==> src/rtl/traffic_ctrl_n.sv <==
// Two-road traffic light controller with BCD phase countdown, pedestrian shortening,
// busy-road green extension, flashing-yellow offline mode and a 4-digit multiplexed display.
module traffic_ctrl_n #(
  parameter int unsigned TICK_DIV     = 50_000_000,
  parameter int unsigned SCAN_DIV     = 50_000,
  parameter int unsigned MAIN_GREEN   = 30,
  parameter int unsigned MAIN_YELLOW  = 3,
  parameter int unsigned CROSS_GREEN  = 20,
  parameter int unsigned CROSS_YELLOW = 3,
  parameter int unsigned BUSY_EXT     = 15,
  parameter int unsigned PED_MIN      = 5
) (
  input  logic       CLK,
  input  logic       RST,
  input  logic       ONLINE,
  input  logic       BUSY,
  input  logic       PQm,
  input  logic       PQc,
  output logic       MR,
  output logic       MY,
  output logic       MG,
  output logic       CR,
  output logic       CY,
  output logic       CG,
  output logic [7:0] DS_OUT,
  output logic [3:0] DS_FLAG,
  output logic       ONLINELED
);

  localparam int unsigned TW = (TICK_DIV > 1) ? $clog2(TICK_DIV) : 1;
  localparam int unsigned SW = (SCAN_DIV > 1) ? $clog2(SCAN_DIV) : 1;

  typedef enum logic [2:0] {
    ST_OFF   = 3'd0,
    ST_MG_CR = 3'd1,
    ST_MY_CR = 3'd2,
    ST_MR_CG = 3'd3,
    ST_MR_CY = 3'd4
  } state_t;

  // Durations are converted to BCD at elaboration and saturate at 99.
  function automatic logic [7:0] to_bcd(input int unsigned v);
    int unsigned s;
    s = (v > 99) ? 99 : v;
    return {4'(s / 10), 4'(s % 10)};
  endfunction

  function automatic logic [7:0] bcd_dec(input logic [7:0] v);
    logic [7:0] res;
    if (v[3:0] != 4'd0) begin
      res = {v[7:4], v[3:0] - 4'd1};
    end else if (v[7:4] != 4'd0) begin
      res = {v[7:4] - 4'd1, 4'd9};
    end else begin
      res = 8'h00;
    end
    return res;
  endfunction

  function automatic logic [7:0] seg7(input logic [3:0] d);
    logic [7:0] s;
    case (d)
      4'd0:    s = 8'h3F;
      4'd1:    s = 8'h06;
      4'd2:    s = 8'h5B;
      4'd3:    s = 8'h4F;
      4'd4:    s = 8'h66;
      4'd5:    s = 8'h6D;
      4'd6:    s = 8'h7D;
      4'd7:    s = 8'h07;
      4'd8:    s = 8'h7F;
      4'd9:    s = 8'h6F;
      default: s = 8'h00;
    endcase
    return s;
  endfunction

  localparam logic [7:0] LD_MG      = to_bcd(MAIN_GREEN);
  localparam logic [7:0] LD_MG_BUSY = to_bcd(MAIN_GREEN + BUSY_EXT);
  localparam logic [7:0] LD_MY      = to_bcd(MAIN_YELLOW);
  localparam logic [7:0] LD_CG      = to_bcd(CROSS_GREEN);
  localparam logic [7:0] LD_CY      = to_bcd(CROSS_YELLOW);
  localparam logic [7:0] LD_PED     = to_bcd(PED_MIN);

  logic          r_online;
  logic [TW-1:0] r_presc;
  logic          r_flash;
  state_t        r_state;
  logic [7:0]    r_cnt;
  logic [5:0]    r_lamps;
  logic [SW-1:0] r_scan;
  logic [1:0]    r_dig;
  logic [7:0]    r_ds_out;
  logic [3:0]    r_ds_flag;

  logic          w_online_chg;
  logic          w_presc_wrap;
  logic          w_tick;
  logic          w_flash_nx;
  logic [7:0]    w_main_ld;
  logic          w_ped_hit;
  state_t        w_state_nx;
  logic [7:0]    w_cnt_nx;
  logic [5:0]    w_lamps_nx;
  logic          w_scan_wrap;
  logic [3:0]    w_digit;
  logic [7:0]    w_ds_out_nx;
  logic [3:0]    w_ds_flag_nx;

  // A change of ONLINE restarts the second prescaler and swallows a coincident tick.
  assign w_online_chg = ONLINE ^ r_online;
  assign w_presc_wrap = (r_presc == TW'(TICK_DIV - 1));
  assign w_tick       = w_presc_wrap & ~w_online_chg;
  assign w_flash_nx   = r_flash ^ w_tick;
  assign w_main_ld    = BUSY ? LD_MG_BUSY : LD_MG;
  assign w_ped_hit    = (((r_state == ST_MG_CR) && PQm) || ((r_state == ST_MR_CG) && PQc))
                        && (r_cnt > LD_PED);
  assign w_scan_wrap  = (r_scan == SW'(SCAN_DIV - 1));

  always_ff @(posedge CLK or negedge RST) begin
    if (!RST) begin
      r_online <= 1'b0;
      r_presc  <= '0;
      r_flash  <= 1'b0;
    end else begin
      r_online <= ONLINE;
      r_flash  <= w_flash_nx;
      if (w_online_chg || w_presc_wrap) begin
        r_presc <= '0;
      end else begin
        r_presc <= r_presc + TW'(1);
      end
    end
  end

  always_ff @(posedge CLK or negedge RST) begin
    if (!RST) begin
      r_state <= ST_OFF;
      r_cnt   <= 8'h00;
      r_lamps <= 6'b000000;
    end else begin
      r_state <= w_state_nx;
      r_cnt   <= w_cnt_nx;
      r_lamps <= w_lamps_nx;
    end
  end

  // Pedestrian loads outrank the tick; offline outranks everything.
  always_comb begin
    w_state_nx = r_state;
    w_cnt_nx   = r_cnt;
    w_lamps_nx = 6'b000000;
    if (!ONLINE) begin
      w_state_nx = ST_OFF;
      w_cnt_nx   = 8'h00;
    end else if (r_state == ST_OFF) begin
      w_state_nx = ST_MG_CR;
      w_cnt_nx   = w_main_ld;
    end else if (w_ped_hit) begin
      w_cnt_nx = LD_PED;
    end else if (w_tick) begin
      if (r_cnt <= 8'h01) begin
        case (r_state)
          ST_MG_CR: begin w_state_nx = ST_MY_CR; w_cnt_nx = LD_MY;     end
          ST_MY_CR: begin w_state_nx = ST_MR_CG; w_cnt_nx = LD_CG;     end
          ST_MR_CG: begin w_state_nx = ST_MR_CY; w_cnt_nx = LD_CY;     end
          ST_MR_CY: begin w_state_nx = ST_MG_CR; w_cnt_nx = w_main_ld; end
          default:  begin w_state_nx = ST_OFF;   w_cnt_nx = 8'h00;     end
        endcase
      end else begin
        w_cnt_nx = bcd_dec(r_cnt);
      end
    end else begin
      w_cnt_nx = r_cnt;
    end

    // Lamp order {MR, MY, MG, CR, CY, CG}
    case (w_state_nx)
      ST_OFF:   w_lamps_nx = {1'b0, w_flash_nx, 1'b0, 1'b0, w_flash_nx, 1'b0};
      ST_MG_CR: w_lamps_nx = 6'b001100;
      ST_MY_CR: w_lamps_nx = 6'b010100;
      ST_MR_CG: w_lamps_nx = 6'b100001;
      ST_MR_CY: w_lamps_nx = 6'b100010;
      default:  w_lamps_nx = 6'b000000;
    endcase
  end

  always_ff @(posedge CLK or negedge RST) begin
    if (!RST) begin
      r_scan <= '0;
      r_dig  <= 2'd0;
    end else if (w_scan_wrap) begin
      r_scan <= '0;
      r_dig  <= r_dig + 2'd1;
    end else begin
      r_scan <= r_scan + SW'(1);
      r_dig  <= r_dig;
    end
  end

  // Odd digit indices are tens slots; both road pairs show the same phase counter.
  always_comb begin
    w_ds_flag_nx = 4'b1111;
    w_ds_out_nx  = 8'h00;
    w_digit      = 4'd0;
    if (r_state == ST_OFF) begin
      w_ds_flag_nx = 4'b1111;
      w_ds_out_nx  = 8'h00;
    end else begin
      w_ds_flag_nx = ~(4'b0001 << r_dig);
      if (r_dig[0]) begin
        w_digit     = r_cnt[7:4];
        w_ds_out_nx = (w_digit == 4'd0) ? 8'h00 : seg7(w_digit);
      end else begin
        w_digit     = r_cnt[3:0];
        w_ds_out_nx = seg7(w_digit);
      end
    end
  end

  always_ff @(posedge CLK or negedge RST) begin
    if (!RST) begin
      r_ds_out  <= 8'h00;
      r_ds_flag <= 4'b1111;
    end else begin
      r_ds_out  <= w_ds_out_nx;
      r_ds_flag <= w_ds_flag_nx;
    end
  end

  assign {MR, MY, MG, CR, CY, CG} = r_lamps;
  assign DS_OUT    = r_ds_out;
  assign DS_FLAG   = r_ds_flag;
  assign ONLINELED = r_online;

endmodule
==> config.mk <==
export PLATFORM = sky130hd
export DESIGN_NAME = traffic_ctrl_n
export DESIGN_NICKNAME = d
export VERILOG_FILES = /design/src/rtl/traffic_ctrl_n.sv
export SDC_FILE = /design/constraint.sdc
export NUM_CORES = 1
export LEC_CHECK = 0
export ABC_AREA = 1
export BUFFER_PORTS_ARGS = -buffer_cell sky130_fd_sc_hd__buf_4
export CORE_UTILIZATION = 47
export CTS_BUF_LIST = sky130_fd_sc_hd__clkbuf_4 sky130_fd_sc_hd__clkbuf_8
export DETAILED_ROUTE_END_ITERATION = 12
export PLACE_DENSITY_LB_ADDON = 0.15
export REMOVE_ABC_BUFFERS = 1
export SLEW_MARGIN = 20
export SYNTH_ARGS = -nofsm -noshare
export SYNTH_HDL_FRONTEND = slang
export SYNTH_SLANG_ARGS = --single-unit
export TNS_END_PERCENT = 1
==> constraint.sdc <==
create_clock -name CLK -period 2.38 [get_ports CLK]
set_clock_uncertainty 0.1 [all_clocks]
set_input_delay 0.476 -clock CLK [delete_from_list [all_inputs] [get_ports CLK]]
set_output_delay 0.476 -clock CLK [all_outputs]
set_load 0.005 [all_outputs]
==> impl_metrics.yaml, run 1 <==
place:
  dp_hpwl_um: 6800
  place_congestion: 0.891
  portBuffers: 23
  placed_cells: 684
worst_setup_path:
  crit_slowest_cell: "dfrtp_1"
  critPathMaxFanout: 10
  rr_endpoint: "r_cnt[3]"
  path_cells: "inv_1 > ha_1 > inv_1 > nor3_2 > nand2_1 > nand3_4 > nand2_1 > nor2_2 > inv_2 > o2111ai_1 > o21ai_0"
  cpPeakStageDelay_ps: 440
  r2r_slack_ps: 240
  cp.arrival_ps: 2280
  required_ps: 2520
  path_delay_family: "simple AND/OR/NAND/NOR gates"
  critPathBufInv: 3
  r2r_start: "r_cnt[5]"
  critical_path_cell_count: 11
  path_class: "reg2reg"
  endpoint_kind: "register"
  start_kind: "register"
  r2r_cells: 11
run_status:
  status: "complete, no violations"
routing:
  final_antenna_net_count: 0
  drt-total-wl_um: 9100
  drc: 0
  vias: 3670
  wl_per_cell_um: 13.0
  vias_per_cell: 5.24
  drt_iter0_markers: 146
  drtPass1Iterations: 4
clocking:
  cts_tree: "done"
  cts-buffers-inserted: 9
  cts_root_buf: "clkbuf_8"
  clock_path_buffers: 2
  post_cts_buffers: 0
  clkLatencyLatePin_ps: 350
  clk_pin_slew_ps: 90
  clock-sinks: 74
  cts-htree-levels: 3
finish:
  final_common_cell: "nand2_1"
  n_antenna_cell: 0
  fin_cells: 701
  layout_common_cells: "nand2_1, dfrtp_1, nor2_1"
  fin_nets: 613
  drive_gt1_share_pct: 18.0
  syn2layout_area_growth_pct: 13.7
timing:
  max_slew.worst_pin.slew_ps: 555
  finalSetupTns_ps: 0
  hold_viol_final: 0
  post-route-period-util_pct: 90.1
  fmax_ghz: 0.466
  grt_setup_unrepaired: "no"
  period_needed_ps: 2140
  max-slew-margin-rel_pct: 62.6
  setup_viol: 0
  slew_violations: 0
job:
  maxCapViolCount: 0
worst_hold_path:
  min_path_type: "in2reg"
  min_to: "ONLINELED"
  whs_path_depth: 1
  hold_start: "ONLINE"
global_route:
  grt_antenna_before_repair: 0
  overflow: 0
  grt_max_degree: 40
  track_usage_pct: 20.6
  grt_pass1_wl_um: 16200
  first_global_vias: 3681
pwr:
  power_density_nw_per_um2: 672
  p_leak_uw: 0.00237
  vdd_drop_max_mv: 0.343
  power_uw: 3370
floorplan:
  num_rows: 34
  start_util_pct: 49.6
  dieArea_sq_um: 9780
  core_sq_um: 8890
  die_w_um: 98.9
  fp.dieH_um: 98.9
  io_pins: 25
yosys:
  synth_flop_cell: "dfrtp_1"
  syn_inst: 553
  synth_cell_types: 46
  syn_area_per_cell_sq_um: 7.98
  synthArstFlopShare_pct: 100
  yosys_register_bits: 74
  syn_area_sq_um: 4410
  ys_warn_count: 0
  yosysSeqAreaShare_pct: 42.1
  synth_edf_count: 0
## state kept, by name (all words and copies together), names as in the netlist
signal,count
r_flash,1
r_state,3
DS_OUT,7
r_presc,26
ONLINELED,1
r_dig,2
DS_FLAG,4
r_cnt,8
r_scan,16
r_lamps,6
## worst register-to-register path, delay by kind of cell (launching register included)
kind | cells | cell delay (ps)
and+or+nand+nor | 5 | 780
adders and majority gates | 1 | 250
buffers and inverters | 3 | 290
DFF | 1 | 440
AOI/OAI and AO/OA | 2 | 170
## cells in the mapped netlist, drive strengths merged (3+ instances only)
| cell type | count | area, sq um |
|---|---|---|
| a21oi | 22 | 110 |
| a31oi | 5 | 31.3 |
| buf | 3 | 23.8 |
| clkbuf | 3 | 12.5 |
| dfrtp | 70 | 1750 |
| dfstp | 4 | 105 |
| ha | 19 | 238 |
| inv | 68 | 260 |
| nand2 | 126 | 513 |
| nand3 | 52 | 308 |
| nand4 | 18 | 119 |
| nor2 | 80 | 377 |
| nor3 | 12 | 75.1 |
| nor4 | 5 | 31.3 |
| o211ai | 6 | 45.0 |
| o21ai | 27 | 139 |
| or2 | 5 | 31.3 |
| xnor2 | 4 | 35.0 |
| xor2 | 15 | 139 |
## worst max path at each step
stage / endpoint / start
after floorplan: r_lamps[2] / r_state[0]
after global placement: r_cnt[3] / r_cnt[4]
after detailed placement: r_cnt[3] / r_cnt[4]
after CTS: r_cnt[3] / r_cnt[4]
after global routing: r_cnt[6] / r_cnt[5]
final: r_cnt[3] / r_cnt[5]
## layer usage
layer | share of wire (%) | GRT usage, %
met1 | 49 | 27.0
met2 | 47 | 34.1
met3 | 2.9 | 3.12
met4 | 1.4 | 8.50
met5 | 0 | 0
## logic make-up (layout without fill, tap and decap cells)
group / Yosys count / in the layout / share of synthesized area (%)
simple gates: 300 / 300 / 33.3
flops: 74 / 74 / 42.1
buf+inv: 74 / 114 / 6.72
compound gates: 66 / 66 / 8.48
fa+ha+maj: 19 / 19 / 5.39
xor+xnor: 19 / 19 / 3.94
other cells: 1 / 1 / 0.0850
## where the power goes
part / leakage, uW / switching, uW / internal [uW] / total, uW
Sequential: 0.000982 / 56.9 / 1310 / 1370
Combinational: 0.00126 / 440 / 254 / 694
Clock: 0.000129 / 504 / 802 / 1310
## repair_timing
| action | 4_1_cts | 5_1_grt |
|---|---|---|
| gates resized for setup | 0 | 1 |
| hold buffers | 1 | 0 |
| hold endpoints to repair | 25 | 0 |
| setup endpoints to repair | 0 | 1 |
## stage by stage
step | utilization, % | worst slack (ps) | hold WS [ps] | instance area [sq um]
2_1_floorplan | - | 359 | 80.4 | 4370
3_3_place_gp | 53.3 | 280 | 358 | 4740
3_5_place_dp | 53.3 | 213 | 363 | 4740
4_1_cts | 56.4 | 208 | 195 | 5010
5_1_grt | 56.4 | 26.2 | 196 | 5010
6_report | 56.4 | 235 | 207 | 5010
## layout make-up
cell class                      instances  area [sq um]
Clock buffer                            9           124
Clock inverter                          7           141
Sequential cell                        74          1860
Multi-Input combinational cell        405          2260
Inverter                               68           260
Timing Repair Buffer                   30           240
Fill cell                             816          3880
Tap cell                              108           135
Power figures use the tool's default switching activity.
==> run 2, diff against run 1 <==
- clock period: 2.38 -> 2.05 ns (I/O delays scaled with it)
==> impl_metrics.yaml, run 2 (synthesis gave the netlist of run 1 again) <==
worst_hold_path:
  whs_path_depth: 1
  hold_start: "ONLINE"
  min_to: "ONLINELED"
  min_path_type: "in2reg"
worst_setup_path:
  critPathBufInv: 2
  path_class: "reg2reg"
  crit_slowest_cell: "dfrtp_1"
  critPathMaxFanout: 6
  r2r_slack_ps: 70
  r2r_cells: 11
  start_kind: "register"
  rr_endpoint: "r_cnt[2]"
  path_cells: "inv_2 > ha_4 > nand2_4 > nor2_8 > nand2_1 > nand2_2 > nand3_4 > buf_4 > nand3_1 > o21ai_0 > o21ai_0"
  required_ps: 2200
  crit_top_cell: "o21ai_0"
  cp.arrival_ps: 2130
  cpPeakStageDelay_ps: 390
  endpoint_kind: "register"
  r2r_start: "r_cnt[5]"
  path_delay_family: "simple AND/OR/NAND/NOR gates"
clocking:
  cts-htree-levels: 3
  clk_pin_slew_ps: 80
  clock-sinks: 74
  clkLatencyLatePin_ps: 350
  cts_tree: "done"
  cts-buffers-inserted: 9
  cts_root_buf: "clkbuf_8"
  clock_path_buffers: 2
floorplan:
  start_util_pct: 49.6
  die_w_um: 98.9
  fp.dieH_um: 98.9
  io_pins: 25
  num_rows: 34
  dieArea_sq_um: 9780
  core_sq_um: 8890
finish:
  largest_registers: "r_presc x26, r_scan x16, r_cnt x8"
  top_register: "r_presc"
  fin_nets: 635
  final_common_cell: "nand2_1"
  syn2layout_area_growth_pct: 19.0
  layout_common_cells: "nand2_1, dfrtp_1, nor2_1"
  drive_gt1_share_pct: 23.9
  largest_reg_flops: 26
  n_antenna_cell: 0
  utilization_pct: 59.0
  fin_cells: 723
timing:
  fmax_ghz: 0.504
  setup_viol: 0
  period_needed_ps: 1980
  max-slew-margin-rel_pct: 60.1
  max_slew.worst_pin.slew_ps: 593
  hold_viol_final: 0
  slew_violations: 0
  post-route-period-util_pct: 96.8
  grt_setup_unrepaired: "yes"
pwr:
  vdd_drop_max_mv: 0.331
  p_leak_uw: 0.00247
  power_uw: 3860
  power_density_nw_per_um2: 735
global_route:
  grt_antenna_before_repair: 0
  overflow: 0
  grt_pass1_wl_um: 16700
  grt_max_degree: 48
  track_usage_pct: 21.0
  first_global_vias: 3760
routing:
  drc: 0
  vias: 3837
  drt-total-wl_um: 9530
  drt_iter0_markers: 158
  vias_per_cell: 5.31
  drtPass1Iterations: 4
  final_antenna_net_count: 0
  wl_per_cell_um: 13.2
run_status:
  status: "complete, no violations"
place:
  portBuffers: 23
  place_congestion: 0.950
  placed_cells: 696
  dp_hpwl_um: 6970
job:
  maxCapViolCount: 0
-- run 2: cell count changes in the layout (fill, tap and decap cells not counted), moves of 3 or more --
cell and delta:
buf_4 +20, inv_1 -3, nand2_1 -9, nand2_2 +9, nor2_4 +3
-- run 2: worst max path at each step --
stage	from	endpoint	slack, ps	cells past startpoint
detailed placement	r_cnt[4]	r_lamps[5]	40	15
floorplan	r_state[0]	r_lamps[2]	30	6
global placement	r_cnt[4]	r_lamps[5]	120	15
finish	r_cnt[5]	r_cnt[2]	70	11
global route	r_cnt[4]	r_cnt[2]	-50	11
CTS	r_cnt[4]	r_lamps[5]	40	15
-- run 2: stage by stage --
| step | TNS (ps) | hold WS, ps | area, sq um | setup slack (ps) |
|---|---|---|---|---|
| 6_report | 0 | 151 | 5250 | 66.6 |
| 5_1_grt | -126 | 143 | 5250 | -47.7 |
| 4_1_cts | 0 | 137 | 5060 | 36.3 |
| 3_5_place_dp | 0 | 252 | 4830 | 42.6 |
| 3_3_place_gp | 0 | 251 | 4830 | 117 |
| 2_1_floorplan | 0 | 14.4 | 4370 | 29.4 |
-- run 2: cell type report --
cell class | instances | area, sq um
Multi-Input combinational cell | 406 | 2370
Tap cell | 108 | 135
Sequential cell | 74 | 1860
Fill cell | 780 | 3640
Clock buffer | 9 | 124
Timing Repair Buffer | 51 | 402
Clock inverter | 7 | 93.8
Inverter | 68 | 265
-- run 2: routing by layer --
metal / share of wire [%] / GRT usage [%] / vias up
met4: 1.3 / 7.69 / 0
met3: 3.8 / 2.70 / 11
met1: 47 / 28.2 / 1816
met5: 0 / 0 / -
li1: - / - / 1923
met2: 48 / 34.9 / 87
-- run 2: what timing repair did --
action | in CTS | in global routing
setup endpoints to repair | 0 | 22
resized for setup | 0 | 33
hold endpoints to repair | 23 | 0
hold buffers | 1 | 0
buffers inserted | 0 | 9
-- run 2: power breakdown --
group | leakage (uW) | total (uW) | internal, uW | switching (uW)
logic | 0.00138 | 1020 | 422 | 598
clock network | 0.000105 | 1250 | 683 | 569
registers | 0.000981 | 1580 | 1520 | 60.2
==> run 3, diff against run 2 <==
- CELL_PAD_IN_SITES_DETAIL_PLACEMENT: default -> 2
- CELL_PAD_IN_SITES_GLOBAL_PLACEMENT: default -> 2
- CORE_UTILIZATION: 47 -> 34
- MAX_ROUTING_LAYER: default -> met4
- clock period: 2.05 -> 1.7 ns (I/O delays scaled with it)
==> impl_metrics.yaml, run 3 (synthesis gave the netlist of run 1 again) <==
run_status:
  status: "finished, violations left"
  violations: "negative setup slack"
pwr:
  power_density_nw_per_um2: 809
  p_leak_uw: 0.00301
  vdd_drop_max_mv: 0.453
timing:
  slew_violations: 0
  hold_viol_final: 0
  post-route-period-util_pct: 127
  grt_setup_unrepaired: "yes"
  max_slew.worst_pin.slew_ps: 519
  fin_ws_ps: -456
  period_needed_ps: 2160
  max-slew-margin-rel_pct: 65.1
  setup_viol: 52
  holdWs_ps: 39.5
  fmax_ghz: 0.464
floorplan:
  num_rows: 41
  io_pins: 25
  start_util_pct: 34.9
  core_sq_um: 12600
  dieArea_sq_um: 13400
  fp.dieH_um: 116
  die_w_um: 116
worst_setup_path:
  r2r_cells: 11
  path_class: "reg2reg"
  critPathMaxFanout: 4
  required_ps: 1900
  endpoint_kind: "register"
  cp.arrival_ps: 2360
  r2r_slack_ps: -460
  start_kind: "register"
  rr_endpoint: "r_lamps[1]"
  r2r_start: "r_presc[1]"
finish:
  final_common_cell: "buf_4"
  syn2layout_area_growth_pct: 41.9
  n_antenna_cell: 0
  n_fill_cell: 1421
  multi_input_area_sq_um: 2610
  drive_gt1_share_pct: 40.1
  fin_nets: 726
  top_register: "r_presc"
  regArea_sq_um: 1860
  largest_registers: "r_presc x26, r_scan x16, r_cnt x8"
  utilization_pct: 49.6
  layout_common_cells: "buf_4, nand2_1, dfrtp_1"
  largest_reg_flops: 26
routing:
  vias: 4519
  final_antenna_net_count: 0
  drt_iter0_markers: 157
  drt-total-wl_um: 18400
  drtPass1Iterations: 4
  drc: 0
  wl_per_cell_um: 20.9
  vias_per_cell: 5.15
place:
  portBuffers: 23
  place_congestion: 0.853
  dp_hpwl_um: 11900
clocking:
  clock-sinks: 74
  cts_root_buf: "clkbuf_8"
  clk_pin_slew_ps: 90
  clkLatencyLatePin_ps: 380
  cts_tree: "done"
  cts-htree-levels: 3
  clock_path_buffers: 2
  cts-buffers-inserted: 9
global_route:
  grt_max_degree: 34
  grt_pass1_wl_um: 26400
  grt_antenna_before_repair: 0
  first_global_vias: 5064
  track_usage_pct: 26.8
  overflow: 0
worst_hold_path:
  min_to: "ONLINELED"
  min_path_type: "in2reg"
  hold_start: "ONLINE"
  whs_path_depth: 1
job:
  maxCapViolCount: 0
## run 3: cell count changes in the layout (fill, tap and decap cells not counted), sizes merged
cell      before  now
bufinv         2    1
clkinv         3    2
clkinvlp       2    1
buf           50  141
inv           68   71
## run 3: through the flow
step	setup slack [ps]	cell area [sq um]	total power, uW	TNS, ps	instances
global placement	-256	5620	3210	-4530	851
CTS	-337	6010	4900	-5870	872
floorplan	-321	4370	2620	-4390	547
finish	-456	6260	5060	-10990	878
global route	-607	6260	5290	-16690	878
detailed placement	-394	5620	3290	-8760	851
## run 3: worst max-delay path by stage
stage / slack, ps / end / from
after CTS: -340 / r_lamps[5] / r_cnt[4]
final: -460 / r_lamps[1] / r_presc[1]
after global routing: -610 / r_lamps[1] / r_presc[0]
after detailed placement: -390 / r_cnt[4] / r_cnt[4]
after global placement: -260 / r_lamps[5] / r_cnt[4]
after floorplan: -320 / r_lamps[2] / r_state[0]
## run 3: cell type report
class | instances | area share, %
clock inverter | 7 | 1.34
clock buffer | 9 | 1.98
multi-input combinational | 406 | 41.6
timing repair buffer | 142 | 17.7
inverter | 68 | 4.20
sequential | 74 | 29.7
tap | 172 | 3.44
## run 3: where the power goes
part           switching [uW]  leakage (uW)  internal (uW)
Combinational             979       0.00192            668
Clock                     803      0.000102            704
Sequential               68.6      0.000982           1840
## run 3: layer usage
layer | part of all wire [%] | global-route usage, % | wire length (um) | up-vias
met5 | 0 | - | 0 | -
met3 | 2.6 | 4.65 | 483 | 49
li1 | - | - | - | 2095
met2 | 54 | 48.5 | 9890 | 93
met1 | 41 | 29.3 | 7440 | 2282
met4 | 2.9 | 9.66 | 537 | 0
## run 3: worst max-delay path, stage by stage (launching register included)
cell and delay (ps):
dfrtp_1 390, ha_2 220, nand2_2 80, nor2_4 160
nand3_1 130, nor2_2 140, nand3_2 180, nand2_2 150
nand4_1 240, nand2_1 130, inv_1 60, nor2_1 100
## run 3: repair_timing
action	4_1_cts	5_1_grt
hold buffers	1	0
hold endpoints to repair	17	0
gates cloned	1	0
setup buffers	3	6
endpoints found under the setup margin	58	61
pin swaps	7	19
resized for setup	43	57
